$ cat config.mk
export PLATFORM = sky130hd
export DESIGN_NAME = anti_theft_fsm
export DESIGN_NICKNAME = d
export VERILOG_FILES = /design/src/rtl/anti_theft_fsm.sv
export SDC_FILE = /design/constraint.sdc
export NUM_CORES = 1
export LEC_CHECK = 0
export BUFFER_PORTS_ARGS = -buffer_cell sky130_fd_sc_hd__buf_2
export CORE_MARGIN = 5
export CORE_UTILIZATION = 47
export DETAILED_ROUTE_END_ITERATION = 8
export PLACE_DENSITY = 0.81
export SLEW_MARGIN = 20
export SYNTH_ARGS = -nofsm -noshare
export SYNTH_HDL_FRONTEND = slang
export SYNTH_SLANG_ARGS = --single-unit
$ cat constraint.sdc
create_clock -name clock -period 2 [get_ports clock]
set_input_delay 0.5 -clock clock [delete_from_list [all_inputs] [get_ports clock]]
set_output_delay 0.5 -clock clock [all_outputs]
set_load 0.03 [all_outputs]
$ cat src/rtl/anti_theft_fsm.sv
// Anti-theft sequencing controller: arm / trigger / alarm / disarm state machine
// with a loadable 4-bit down-counter advanced by the 1 Hz enable.
module anti_theft_fsm (
    input  logic       clock,
    input  logic       reset,
    input  logic       one_hz_enable,
    input  logic       ignition,
    input  logic       door_driver,
    input  logic       door_pass,
    input  logic       reprogram,
    input  logic [3:0] value,
    output logic [1:0] interval,
    output logic       siren,
    output logic       status_led,
    output logic [2:0] state_out
);

    // state             | meaning
    // ARMED             | armed, waiting for a door; LED blinks on ticks
    // TRIGGERED         | door opened while armed; entry delay running
    // ALARM             | siren on; timer restarts while any door is open
    // IGN_ON            | ignition on, system disarmed
    // WAIT_DRV_OPEN     | ignition just turned off, waiting for driver exit
    // WAIT_DOORS_CLOSED | driver door opened, waiting for all doors closed
    // ARM_DELAY         | doors closed, arming delay running
    localparam logic [2:0] ARMED             = 3'b000;
    localparam logic [2:0] TRIGGERED         = 3'b001;
    localparam logic [2:0] ALARM             = 3'b010;
    localparam logic [2:0] IGN_ON            = 3'b011;
    localparam logic [2:0] WAIT_DRV_OPEN     = 3'b100;
    localparam logic [2:0] WAIT_DOORS_CLOSED = 3'b101;
    localparam logic [2:0] ARM_DELAY         = 3'b110;

    localparam logic [1:0] SEL_ARM    = 2'b00;
    localparam logic [1:0] SEL_DRIVER = 2'b01;
    localparam logic [1:0] SEL_PASS   = 2'b10;
    localparam logic [1:0] SEL_ALARM  = 2'b11;

    logic [2:0] state;
    logic [2:0] state_nxt;
    logic [3:0] count;
    logic [3:0] count_nxt;
    logic       load;
    logic       load_nxt;
    logic [1:0] interval_nxt;
    logic       led_nxt;
    logic       any_door;
    logic       timed;
    logic       tick;
    logic       expired;

    assign any_door  = door_driver | door_pass;
    assign timed     = (state == TRIGGERED) || (state == ALARM) || (state == ARM_DELAY);
    // The load cycle swallows any tick so that value V always needs V ticks.
    assign tick      = one_hz_enable & ~load;
    assign expired   = tick & (count <= 4'd1);
    assign state_out = state;

    always_comb begin
        count_nxt = count;
        if (load || (state == ALARM && any_door)) begin
            count_nxt = value;
        end else if (timed && tick && (count > 4'd1)) begin
            count_nxt = count - 4'd1;
        end
    end

    always_comb begin
        state_nxt    = state;
        interval_nxt = interval;
        load_nxt     = 1'b0;
        if (reprogram) begin
            state_nxt = ARMED;
        end else begin
            case (state)
                ARMED: begin
                    if (door_driver) begin
                        state_nxt    = TRIGGERED;
                        interval_nxt = SEL_DRIVER;
                        load_nxt     = 1'b1;
                    end else if (door_pass) begin
                        state_nxt    = TRIGGERED;
                        interval_nxt = SEL_PASS;
                        load_nxt     = 1'b1;
                    end
                end
                TRIGGERED: begin
                    if (ignition) begin
                        state_nxt = IGN_ON;
                    end else if (expired) begin
                        state_nxt    = ALARM;
                        interval_nxt = SEL_ALARM;
                        load_nxt     = 1'b1;
                    end
                end
                ALARM: begin
                    if (ignition) begin
                        state_nxt = IGN_ON;
                    end else if (!any_door && expired) begin
                        state_nxt = ARMED;
                    end
                end
                IGN_ON: begin
                    if (!ignition) begin
                        state_nxt = WAIT_DRV_OPEN;
                    end
                end
                WAIT_DRV_OPEN: begin
                    if (ignition) begin
                        state_nxt = IGN_ON;
                    end else if (door_driver) begin
                        state_nxt = WAIT_DOORS_CLOSED;
                    end
                end
                WAIT_DOORS_CLOSED: begin
                    if (ignition) begin
                        state_nxt = IGN_ON;
                    end else if (!any_door) begin
                        state_nxt    = ARM_DELAY;
                        interval_nxt = SEL_ARM;
                        load_nxt     = 1'b1;
                    end
                end
                ARM_DELAY: begin
                    if (ignition) begin
                        state_nxt = IGN_ON;
                    end else if (any_door) begin
                        state_nxt = WAIT_DOORS_CLOSED;
                    end else if (expired) begin
                        state_nxt = ARMED;
                    end
                end
                default: begin
                    state_nxt = ARMED;
                end
            endcase
        end
    end

    // LED blinks only while staying in ARMED; any entry into ARMED starts it dark.
    always_comb begin
        case (state_nxt)
            ARMED:            led_nxt = (state == ARMED && !reprogram) ? (status_led ^ one_hz_enable) : 1'b0;
            TRIGGERED, ALARM: led_nxt = 1'b1;
            default:          led_nxt = 1'b0;
        endcase
    end

    always_ff @(posedge clock) begin
        if (reset) begin
            state      <= ARMED;
            interval   <= SEL_ARM;
            siren      <= 1'b0;
            status_led <= 1'b0;
            count      <= 4'd0;
            load       <= 1'b0;
        end else begin
            state      <= state_nxt;
            interval   <= interval_nxt;
            siren      <= (state_nxt == ALARM);
            status_led <= led_nxt;
            count      <= count_nxt;
            load       <= load_nxt;
        end
    end

endmodule

Word-level counts from Yosys, hierarchy flattened
Cells that the tools add are included.

Muxes and demuxes: 34. Reductions and logical operators: 17. Add/subtract/negate cells: 1. Bitwise gates (word level): 6. Order comparisons: 2. Equality and inequality tests: 13.

Operators by type and width (number): $mux W3 (15); $pmux W3 S7 (1); $mux W2 (6); $eq A3 B2 Y1 const B (3); $eq A3 B3 Y1 const B (3); $mux W4 (2); $ne A2 B2 Y1 const B (4); $mux W1 (7); $reduce_and A7 Y1 (1); $eq A3 B1 Y1 const B (2); $logic_not A3 Y1 (2); $pmux W2 S3 (1); $logic_and A1 B1 Y1 (5); $gt A4 B1 Y1 const B (1); $le A4 B1 Y1 const B (1); $reduce_or A2 Y1 (2); $sub A4 B1 Y4 const B (1); $logic_or A1 B1 Y1 (3); $ne A3 B3 Y1 const B (1); $pmux W1 S3 (1); $reduce_bool A3 Y1 (1); $and A1 B1 Y1 (2); $logic_not A1 Y1 (2); $not A1 Y1 (2); 4 further kinds (4).

Register bits: 12. Logic and storage cells: 79.

Longest topological paths before layout
Gate-level depths: netlist (run 1).

Depth in word-level cells: 11. Depth in mapped cells: 8. Depth with buffers taken out: 7.

Worst setup path before layout (run 1)
Ideal clock, no wire load.

Kind: flip-flop to flip-flop. Start: register count[0]. End: register count[3]. Clock period less this slack: 1.955 ns. Cell stages (with the launch flop): 9. Path slack: 0.045 ns. Arrival time: 1.808 ns. Required time: 1.853 ns. Setup time: 0.147 ns. Path through: dfxtp_1 inv_1 ha_1 or2_1 buf_4 a221o_2 nor4_4 xnor2_1 a211oi_2.

Word-level cells in the longest chain between the ends: 3.

Ends and longest elaborated chain: from (decl) (line 41) `logic [3:0] count;`; from (signal assigned) (line 162) `count <= count_nxt;`; $sub A4 B1 Y4 or $gt A4 B1 Y1 (tied branches) (line 64, 63); $mux W4 or $logic_and A1 B1 Y1 (tied branches) (line 63) `end else if (timed && tick && (count > 4'd1)) begin`; $mux W4 or $reduce_bool A2 Y1 (tied branches).

Parallel ways exist; a longest one is shown, timed or not. The select of a mux whose other input is x is not followed. A chain may end at the register's enable or synchronous reset.

Worst setup path after layout (run 1)
Same ends and word-level chain as after synthesis.

==> results.md, run 1 <==
* Clock Sink Count at 12
* Std-Cell Core Area at 1710 um^2
* Routed via count at 742
* Detail Placement HPWL at 1470 um
* CTS root buf: clkbuf_4
* Status: complete, no violations
* Async set-reset flop share out of synthesis at 0
* Setup skew after layout at 0.00283 ns
* Largest net degree at the start of global routing at 17
* Antenna diodes at 0
* Total placed cells including tap cells at 137
* Crit end category: flop
* Data required time at the worst endpoint at 2.20 ns
* Synthesized-area fraction occupied by adder cells at 0.0301
* Maximum clock insertion buffer count at 2
* Buffers & Inverters on Critical Path at 1
* Endpoint of the worst hold path: count[1]
* Number of buffers added on ports at 17
* Number of DRC markers after the initial detailed-route iteration at 17
* Final period utilization at 0.945
* Register bit count reported by yosys at 12
* Tightest Hold Check Type: input pin to flop
* Number of buffers inserted to repair setup after CTS at 0
* # IOs at 18
* Power, Total at 644 uW
* Antenna violations before repair at 0
* Number of cells on the worst reg-to-reg path at 7
* Count of hold buffers inserted by post-cts repair at 0
* Routed vias/inst at 5.26
* Routability congestion estimate at 0.778
* Endpoint of the worst register-to-register path: count[3]
* Worst-case setup margin in the final layout at 0.109 ns
* Power density relative to cell area at 650 nW/um^2
* Max-capacitance violation count at 0
* Largest driver fanout on the critical path at 6
* Hold Violations, Final at 0
* IR Drop Worst-Case VDD at 0.669 mV
* Residual DRC at 0
* Die boundary width at 52.0 um
* Min-Delay Path Depth at 3
* Number of enable flip-flop cells after synthesis at 0
* Filler cell count in the final layout at 156
* Die Outline Area at 2710 um^2
* Clock input transition at the sequential cells of the worst setup and hold paths at 0.08 ns
* Post-synthesis simple-gate area fraction at 0.297
* Type of origin of the critical path: flop
* Worst slew slack as a fraction of its limit at 0.684
* Cell Chain, Critical Path: inv_1, ha_1, or2_4, a221o_2, nor4_4, xnor2_1, a211oi_2
* Final count of pins violating max slew at 0
* Fraction of the mapped netlist area in compound gates at 0.218
* Post-synthesis sequential area ratio at 0.289
* Clock latency at the later pin of the worst-skew pair at 0.27 ns
* Synth-to-Final Area Change at 19.1%
* Synthesized net count at 110
* Static Leakage at 0.000422 uW
* Post-detailed-routing wire length at 1900 um
* Crit path arrival time at 2.09 ns
* GRT overflow at 0
* Reg2Reg Launch Point: count[0]
* Post-Place Worst Slack at -0.0308 ns
* Total number of nets in the final design at 130
* Number of antenna-violating nets in the routed design at 0
* Clock tree from TritonCTS: done
* Combinational family with the most area after synthesis: simple AND/OR/NAND/NOR gates
* Largest delay contributor family on the critical path: compound AO/OA/AOI/OAI gates
* Cts bufs inserted at 3
* Number of global-route vias before repair at 801
* CTS H-Tree Depth at 1
* Worst Setup SP: count[0]
* Post-route core utilization at 0.579
* Initial Util at 0.486
* Post-synthesis instance total at 97
* Start-to-end type of the worst setup path: flop to flop
* Share of cells above drive strength 1 at 0.328
* Top achievable clock speed at 529 MHz
* Overall die height at 52.0 um
* Setup repair after global routing missed its margin: false
* Slew at the pin closest to its max-slew limit at 0.473 ns
* Number of warnings printed during yosys synthesis at 0
* Minimum setup slack among reg-to-reg paths at 0.11 ns
* Critical Path Slowest Stage Cell: a221o_2
* Post-synthesis average cell area at 8.56 um^2
* Overall global routing resource usage at 0.158
* Fraction of synthesized area in multiplexers at 0.0738
* Post-Layout Cell Count at 141
* Number of library cell types mapped by synthesis at 44
* Xor and xnor fraction of the mapped netlist area at 0.0422
* Most common cell after layout, fill and taps aside: buf_2
* Router iterations before antenna repair at 4
* Final count of negative-setup-slack endpoints at 0
* Cell area after synthesis at 831 um^2
* Post-Route Setup TNS at 0 ns
* Largest stage delay on the critical path at 0.43 ns
* First-pass GRT wire length at 3350 um
* Number of core rows at 15
* Commonest non-fill, non-tap cells in the layout: buf_2 (17), nor2_1 (14), dfxtp_1 (10)
* Minimum clock period at 1.89 ns
* WL per Instance at 13.5 um
* Start point of the worst hold path: value[1]
* Top FF cell, synth: dfxtp_1
synthesized netlist by cell type, types with 3 or more instances:
master | count | area share
a31oi_1 | 3 | 0.023
dfxtp_1 | 12 | 0.29
nor2_1 | 14 | 0.063
nand2_1 | 5 | 0.023
a211oi_1 | 4 | 0.036
buf_2 | 3 | 0.018
or2_1 | 3 | 0.023
inv_1 | 4 | 0.018
xnor2_1 | 3 | 0.032
mux2i_1 | 5 | 0.060
worst reg2reg max path: stages, from the launching register on:
cell      delay (ns)
dfxtp_2         0.37
inv_1           0.08
ha_1            0.21
or2_4           0.26
a221o_2         0.43
nor4_4          0.16
xnor2_1         0.11
a211oi_2        0.21
worst max path at each step:
stage,to,slack (ns),depth (start not counted)
floorplan,count[3],0.05,8
global placement,count[3],0.07,7
detailed placement,status_led,-0.03,7
CTS,count[3],0.02,7
global route,count[3],0.004,7
finish,count[3],0.11,7
cells by family after synthesis:
kind of cell	count (synthesis)
AND/OR/NAND/NOR	41
adder cells (fa/ha/maj)	2
XOR/XNOR	4
AO/OA/AOI/OAI	23
multiplexers	6
flip-flops	12
buffers and inverters	9
repair_timing:
action,CTS,global route
pin swaps,0,1
setup endpoints to repair,3,4
gates resized for setup,1,4
stage by stage:
stage	hold WS, ns	instance area [um^2]
after floorplan	0.614	831
after global placement	0.481	943
after CTS	0.467	981
after global routing	0.510	990
after detailed placement	0.503	943
final	0.461	990
cell type report:
type                            instances  area (um^2)  area share
Multi-Input combinational cell         76          557       0.563
Clock buffer                            4         36.3      0.0367
Inverter                                4         15.0      0.0152
Sequential cell                        12          243       0.245
Timing Repair Buffer                   20          108       0.109
Tap cell                               25         31.3      0.0316
layer usage:
layer	part of all wire	global-route usage	vias up	wire, um
li1	-	-	391	-
met1	0.45	0.197	335	855
met2	0.50	0.276	14	949
met3	0.044	0.0315	2	84
met4	0.0042	0.0349	0	8
met5	0	0	-	0
where the power goes:
group / internal, uW / switching (uW) / leakage (uW) / total (uW)
Combinational: 74.7 / 95.8 / 0.000302 / 171
Sequential: 257 / 17.8 / 0.0000992 / 275
Clock: 110 / 87.9 / 0.0000210 / 198
Total: 442 / 201 / 0.000422 / 644
flip-flops by register name (all words and copies together) (netlist names):
| name | cells |
|---|---|
| siren | 1 |
| interval | 2 |
| load | 1 |
| status_led | 1 |
| count | 4 |
| state_out | 3 |
Power figures use the tool's default switching activity.
==> run 2: changes to the inputs <==
CORE_UTILIZATION = 52   (was 47)
PLACE_DENSITY = 0.85   (was 0.81)
clock period = 2.15 ns   (was 2 ns; I/O delays follow)
==> run 2 against run 1 <==
Effect of this change:
- non-clock buffer count did not move
- global-route usage rose by 3.2 points
- first-iteration DRC count rose by 120%
- register-to-register slack improved by 0.02 ns
- via count rose by 7.3%
- clock skew rose by 0.0039 ns
- total power fell by 15%
- die area fell by 7.8%
- setup slack improved by 0.015 ns
- final area fell by 3.5%
- largest power group unchanged
==> results.md, run 2 (same netlist as run 1, synthesis figures left out) <==
* Slew at the pin closest to its max-slew limit at 0.560 ns
* Count of cells resized by post-cts repair at 0
* Largest driver fanout on the critical path at 6
* Initial Util at 0.551
* WL per Instance at 15.7 um
* IR Drop Worst-Case VDD at 0.377 mV
* Number of cells on the worst reg-to-reg path at 7
* Start-to-end type of the worst setup path: flop to flop
* Type of origin of the critical path: flop
* Number of buffers added on ports at 17
* # IOs at 18
* Largest net degree at the start of global routing at 17
* Number of core rows at 14
* Data required time at the worst endpoint at 2.34 ns
* Commonest non-fill, non-tap cells in the layout: buf_2 (17), nor2_1 (14), dfxtp_1 (12)
* Cell Chain, Critical Path: inv_1, ha_1, or2_1, a221o_2, nor4_4, xnor2_1, a211oi_2
* Overall global routing resource usage at 0.189
* Most common cell after layout, fill and taps aside: buf_2
* Number of buffers inserted to repair setup after CTS at 0
* Clock Sink Count at 12
* Largest register by flop count: count
* Area used by multi-input combinational logic at 549 um^2
* Antenna diodes at 0
* Number of DRC markers after the initial detailed-route iteration at 38
* Post-Route Setup TNS at 0 ns
* Power density relative to cell area at 573 nW/um^2
* First-pass GRT wire length at 3660 um
* Detail Placement HPWL at 1500 um
* Worst Setup SP: count[0]
* Routed via count at 796
* Endpoint of the worst register-to-register path: count[3]
* Max-capacitance violation count at 0
* End point of the critical path: count[3]
* Filler cell count in the final layout at 139
* Cts bufs inserted at 3
* Minimum clock period at 2.03 ns
* Status: complete, no violations
* Overall die height at 50.0 um
* Final count of negative-setup-slack endpoints at 0
* Reg2Reg Launch Point: count[0]
* Die boundary width at 50.0 um
* Worst slew slack as a fraction of its limit at 0.621
* Number of global-route vias before repair at 805
* Clock input transition at the sequential cells of the worst setup and hold paths at 0.07 ns
* Routed vias/inst at 6.08
* Largest delay contributor family on the critical path: compound AO/OA/AOI/OAI gates
* Router iterations before antenna repair at 4
* Std-Cell Core Area at 1510 um^2
* Final period utilization at 0.942
* Minimum setup slack among reg-to-reg paths at 0.12 ns
* Stages on worst setup path at 7
* Total number of nets in the final design at 130
* Buffers & Inverters on Critical Path at 1
* Maximum clock insertion buffer count at 2
* GRT overflow at 0
* CTS H-Tree Depth at 1
* Residual DRC at 0
* Antenna violations before repair at 0
* Synth-to-Final Area Change at 14.9%
* Static Leakage at 0.000411 uW
* Final count of pins violating max slew at 0
* Die Outline Area at 2500 um^2
* Clock latency at the later pin of the worst-skew pair at 0.27 ns
* Number of flip-flops in the largest register at 4
* Top achievable clock speed at 494 MHz
* Largest stage delay on the critical path at 0.45 ns
* Share of cells above drive strength 1 at 0.287
* Crit path arrival time at 2.22 ns
* Power, Total at 547 uW
* Worst slack on hold paths at 0.505 ns
* Crit end category: flop
* Routability congestion estimate at 0.856
* Setup skew after layout at 0.00673 ns
* Number of antenna-violating nets in the routed design at 0
* Post-detailed-routing wire length at 2060 um
* Hold Violations, Final at 0
* CTS root buf: clkbuf_4
* Setup repair after global routing missed its margin: false
* Tightest Hold Check Type: flop to flop
* Critical Path Slowest Stage Cell: a221o_2
* Count of hold buffers inserted by post-cts repair at 0
* Clock tree from TritonCTS: done
* Combined flip-flop and latch cell area at 240 um^2
run 2: worst min-delay path by stage:
| stage | startpoint | endpoint | slack (ns) | cells after the start |
|---|---|---|---|---|
| 2_1_floorplan | count[3] | count[3] | 0.61 | 2 |
| 3_3_place_gp | interval[0] | interval[0] | 0.47 | 2 |
| 3_5_place_dp | interval[1] | interval[1] | 0.48 | 2 |
| 4_1_cts | value[1] | count[1] | 0.50 | 3 |
| 5_1_grt | value[1] | count[1] | 0.50 | 3 |
| 6_report | interval[1] | interval[1] | 0.50 | 2 |
run 2: area by class of cell:
type | count | share of cell area
multi-input cells | 76 | 0.575
flip-flops and latches | 12 | 0.252
repair buffers | 20 | 0.113
clock buffers | 3 | 0.0236
well taps | 16 | 0.0210
inverters | 4 | 0.0157
run 2: where the power goes:
part           leakage (uW)  switching, uW  internal, uW
Combinational      0.000299           90.9          67.0
Sequential        0.0000984           17.1           238
Clock             0.0000138           69.5          64.7
Total              0.000411            177           370
run 2: layer usage:
metal / GRT usage / vias up / routed length, um
met5: 0 / - / 0
met4: 0.0873 / 0 / 31
met3: 0.0482 / 5 / 119
met2: 0.290 / 29 / 959
met1: 0.245 / 373 / 948
li1: - / 389 / -
run 2: through the flow:
step | setup WS, ns | instances | util | instance area (um^2)
global route | 0.00322 | 131 | 0.634 | 955
global placement | 0.229 | 128 | 0.619 | 932
detailed placement | 0.130 | 128 | 0.619 | 932
finish | 0.125 | 131 | 0.634 | 955
CTS | 0.0967 | 131 | 0.634 | 955
floorplan | 0.195 | 97 | - | 831
run 2: worst register-to-register path, cell delays in order (launching register included):
cell and delay [ns]:
dfxtp_1 0.39, inv_1 0.09, ha_1 0.22, or2_1 0.30, a221o_2 0.45, nor4_4 0.16, xnor2_1 0.11, a211oi_2 0.22
==> run 3: changes to the inputs <==
CELL_PAD_IN_SITES_DETAIL_PLACEMENT = 1   (was not set)
CELL_PAD_IN_SITES_GLOBAL_PLACEMENT = 2   (was not set)
CORE_MARGIN = 2   (was 5)
CORE_UTILIZATION = 30   (was 52)
PLACE_DENSITY = 0.83   (was 0.85)
clock period = 2.1 ns   (was 2.15 ns; I/O delays follow)
==> run 3 against run 2 <==
Effect of this change:
- final area increased by 3.9%
- critical path type unchanged
- setup slack better by 0.062 ns
- core utilization fell by 26 points
==> results.md, run 3 (same netlist as run 1, synthesis figures left out) <==
* Status: complete, no violations
* Std-Cell Core Area at 2690 um^2
* Synth-to-Final Area Change at 19.4%
* Number of core rows at 19
* Crit path arrival time at 2.09 ns
* Min-Delay Path Depth at 2
* Die boundary width at 56.6 um
* Clock Sink Count at 12
* Commonest non-fill, non-tap cells in the layout: buf_2 (17), nor2_1 (14), dfxtp_1 (11)
* Clock latency at the later pin of the worst-skew pair at 0.26 ns
* Routed via count at 797
* Power density relative to cell area at 562 nW/um^2
* Minimum setup slack among reg-to-reg paths at 0.19 ns
* Initial Util at 0.309
* Data required time at the worst endpoint at 2.27 ns
* Antenna violations before repair at 0
* Overall die height at 56.6 um
* Top achievable clock speed at 522 MHz
* Post-Layout Cell Count at 148
* IR Drop Worst-Case VDD at 0.236 mV
* Count of hold buffers inserted by post-cts repair at 0
* Number of flip-flops in the largest register at 4
* Cell Chain, Critical Path: inv_1, ha_1, or2_4, a41oi_1, o21ai_1, a211o_1, a311oi_1
* Endpoint of the worst hold path: interval[1]
* GRT overflow at 0
* CTS root buf: clkbuf_4
* Start point of the worst hold path: interval[1]
* Start-to-end type of the worst setup path: flop to flop
* Antenna diodes at 0
* Minimum clock period at 1.91 ns
* Setup skew after layout at 0.00542 ns
* Number of buffers added on ports at 17
* Largest stage delay on the critical path at 0.37 ns
* Largest driver fanout on the critical path at 6
* Type of origin of the critical path: flop
* Overall global routing resource usage at 0.144
* Worst slew slack as a fraction of its limit at 0.736
* # IOs at 18
* Post-Route Setup TNS at 0 ns
* Post-detailed-routing wire length at 2020 um
* Routed vias/inst at 5.39
* Final period utilization at 0.911
* Maximum clock insertion buffer count at 2
* Residual DRC at 0
* Number of antenna-violating nets in the routed design at 0
* Crit end category: flop
* Critical Path Slowest Stage Cell: dfxtp_1
* Worst Setup SP: count[1]
* Cts bufs inserted at 3
* Number of DRC markers after the initial detailed-route iteration at 14
* Hold Violations, Final at 0
* Endpoint of the worst register-to-register path: status_led
* Routability congestion estimate at 0.816
* Clock input transition at the sequential cells of the worst setup and hold paths at 0.07 ns
* WL per Instance at 13.6 um
* Final count of negative-setup-slack endpoints at 0
* Most common cell after layout, fill and taps aside: buf_2
* Total number of nets in the final design at 132
* Share of cells above drive strength 1 at 0.316
* First-pass GRT wire length at 3600 um
* Router iterations before antenna repair at 4
* Slew at the pin closest to its max-slew limit at 0.390 ns
* Max-capacitance violation count at 0
* Final count of pins violating max slew at 0
* Static Leakage at 0.000423 uW
* Tightest Hold Check Type: flop to flop
* Largest net degree at the start of global routing at 13
* Number of cells on the worst reg-to-reg path at 7
* Detail Placement HPWL at 1610 um
* Number of global-route vias before repair at 803
* CTS H-Tree Depth at 1
* Setup repair after global routing missed its margin: false
* Reg2Reg Launch Point: count[1]
* Total placed cells including tap cells at 144
* Largest register by flop count: count
* Clock tree from TritonCTS: done
* Die Outline Area at 3210 um^2
## run 3: worst max-delay path by stage
stage                  to  slack, ns  depth (start not counted)
2_1_floorplan    count[3]       0.15                          8
3_3_place_gp     count[3]       0.15                          7
3_5_place_dp     count[3]       0.07                          7
4_1_cts        status_led       0.05                          7
5_1_grt          count[3]       0.03                          7
6_report       status_led       0.19                          7
## run 3: final cells by class
cell class / instances / area (um^2)
fill: 333 / 1690
multi-input combinational: 76 / 552
sequential: 12 / 241
timing repair buffer: 22 / 123
tap: 31 / 38.8
clock buffer: 3 / 22.5
inverter: 4 / 15.0
## run 3: stage by stage
stage | hold slack, ns | area, um^2 | power (uW) | setup slack [ns] | utilization
final | 0.493 | 992 | 557 | 0.186 | 0.369
after CTS | 0.490 | 981 | 566 | 0.0471 | 0.365
after floorplan | 0.614 | 831 | 382 | 0.145 | -
after detailed placement | 0.482 | 958 | 426 | 0.0671 | 0.357
after global routing | 0.493 | 992 | 603 | 0.0316 | 0.369
after global placement | 0.474 | 958 | 420 | 0.153 | 0.357
## run 3: report_power, final
| part | internal [uW] | total (uW) | switching (uW) | leakage [uW] |
|---|---|---|---|---|
| clock network | 66.1 | 133 | 66.9 | 0.0000138 |
| logic | 72.0 | 163 | 90.9 | 0.000311 |
| registers | 244 | 262 | 17.2 | 0.0000987 |
## run 3: worst max-delay path, delay by kind of cell (launching register included)
family	cells	cell delay, ns
compound gates	4	0.90
flops	1	0.37
simple gates	1	0.26
fa+ha+maj	1	0.20
buf+inv	1	0.09
## run 3: timing repair
item,in CTS,in global routing
endpoints found under the setup margin,0,4
buffers inserted,0,1
resized for setup,0,3
## run 3: routing by layer
layer,wire (um),track usage
met5,0,0
met4,0,0.0714
met3,52,0.0300
met2,1010,0.216
met1,954,0.194
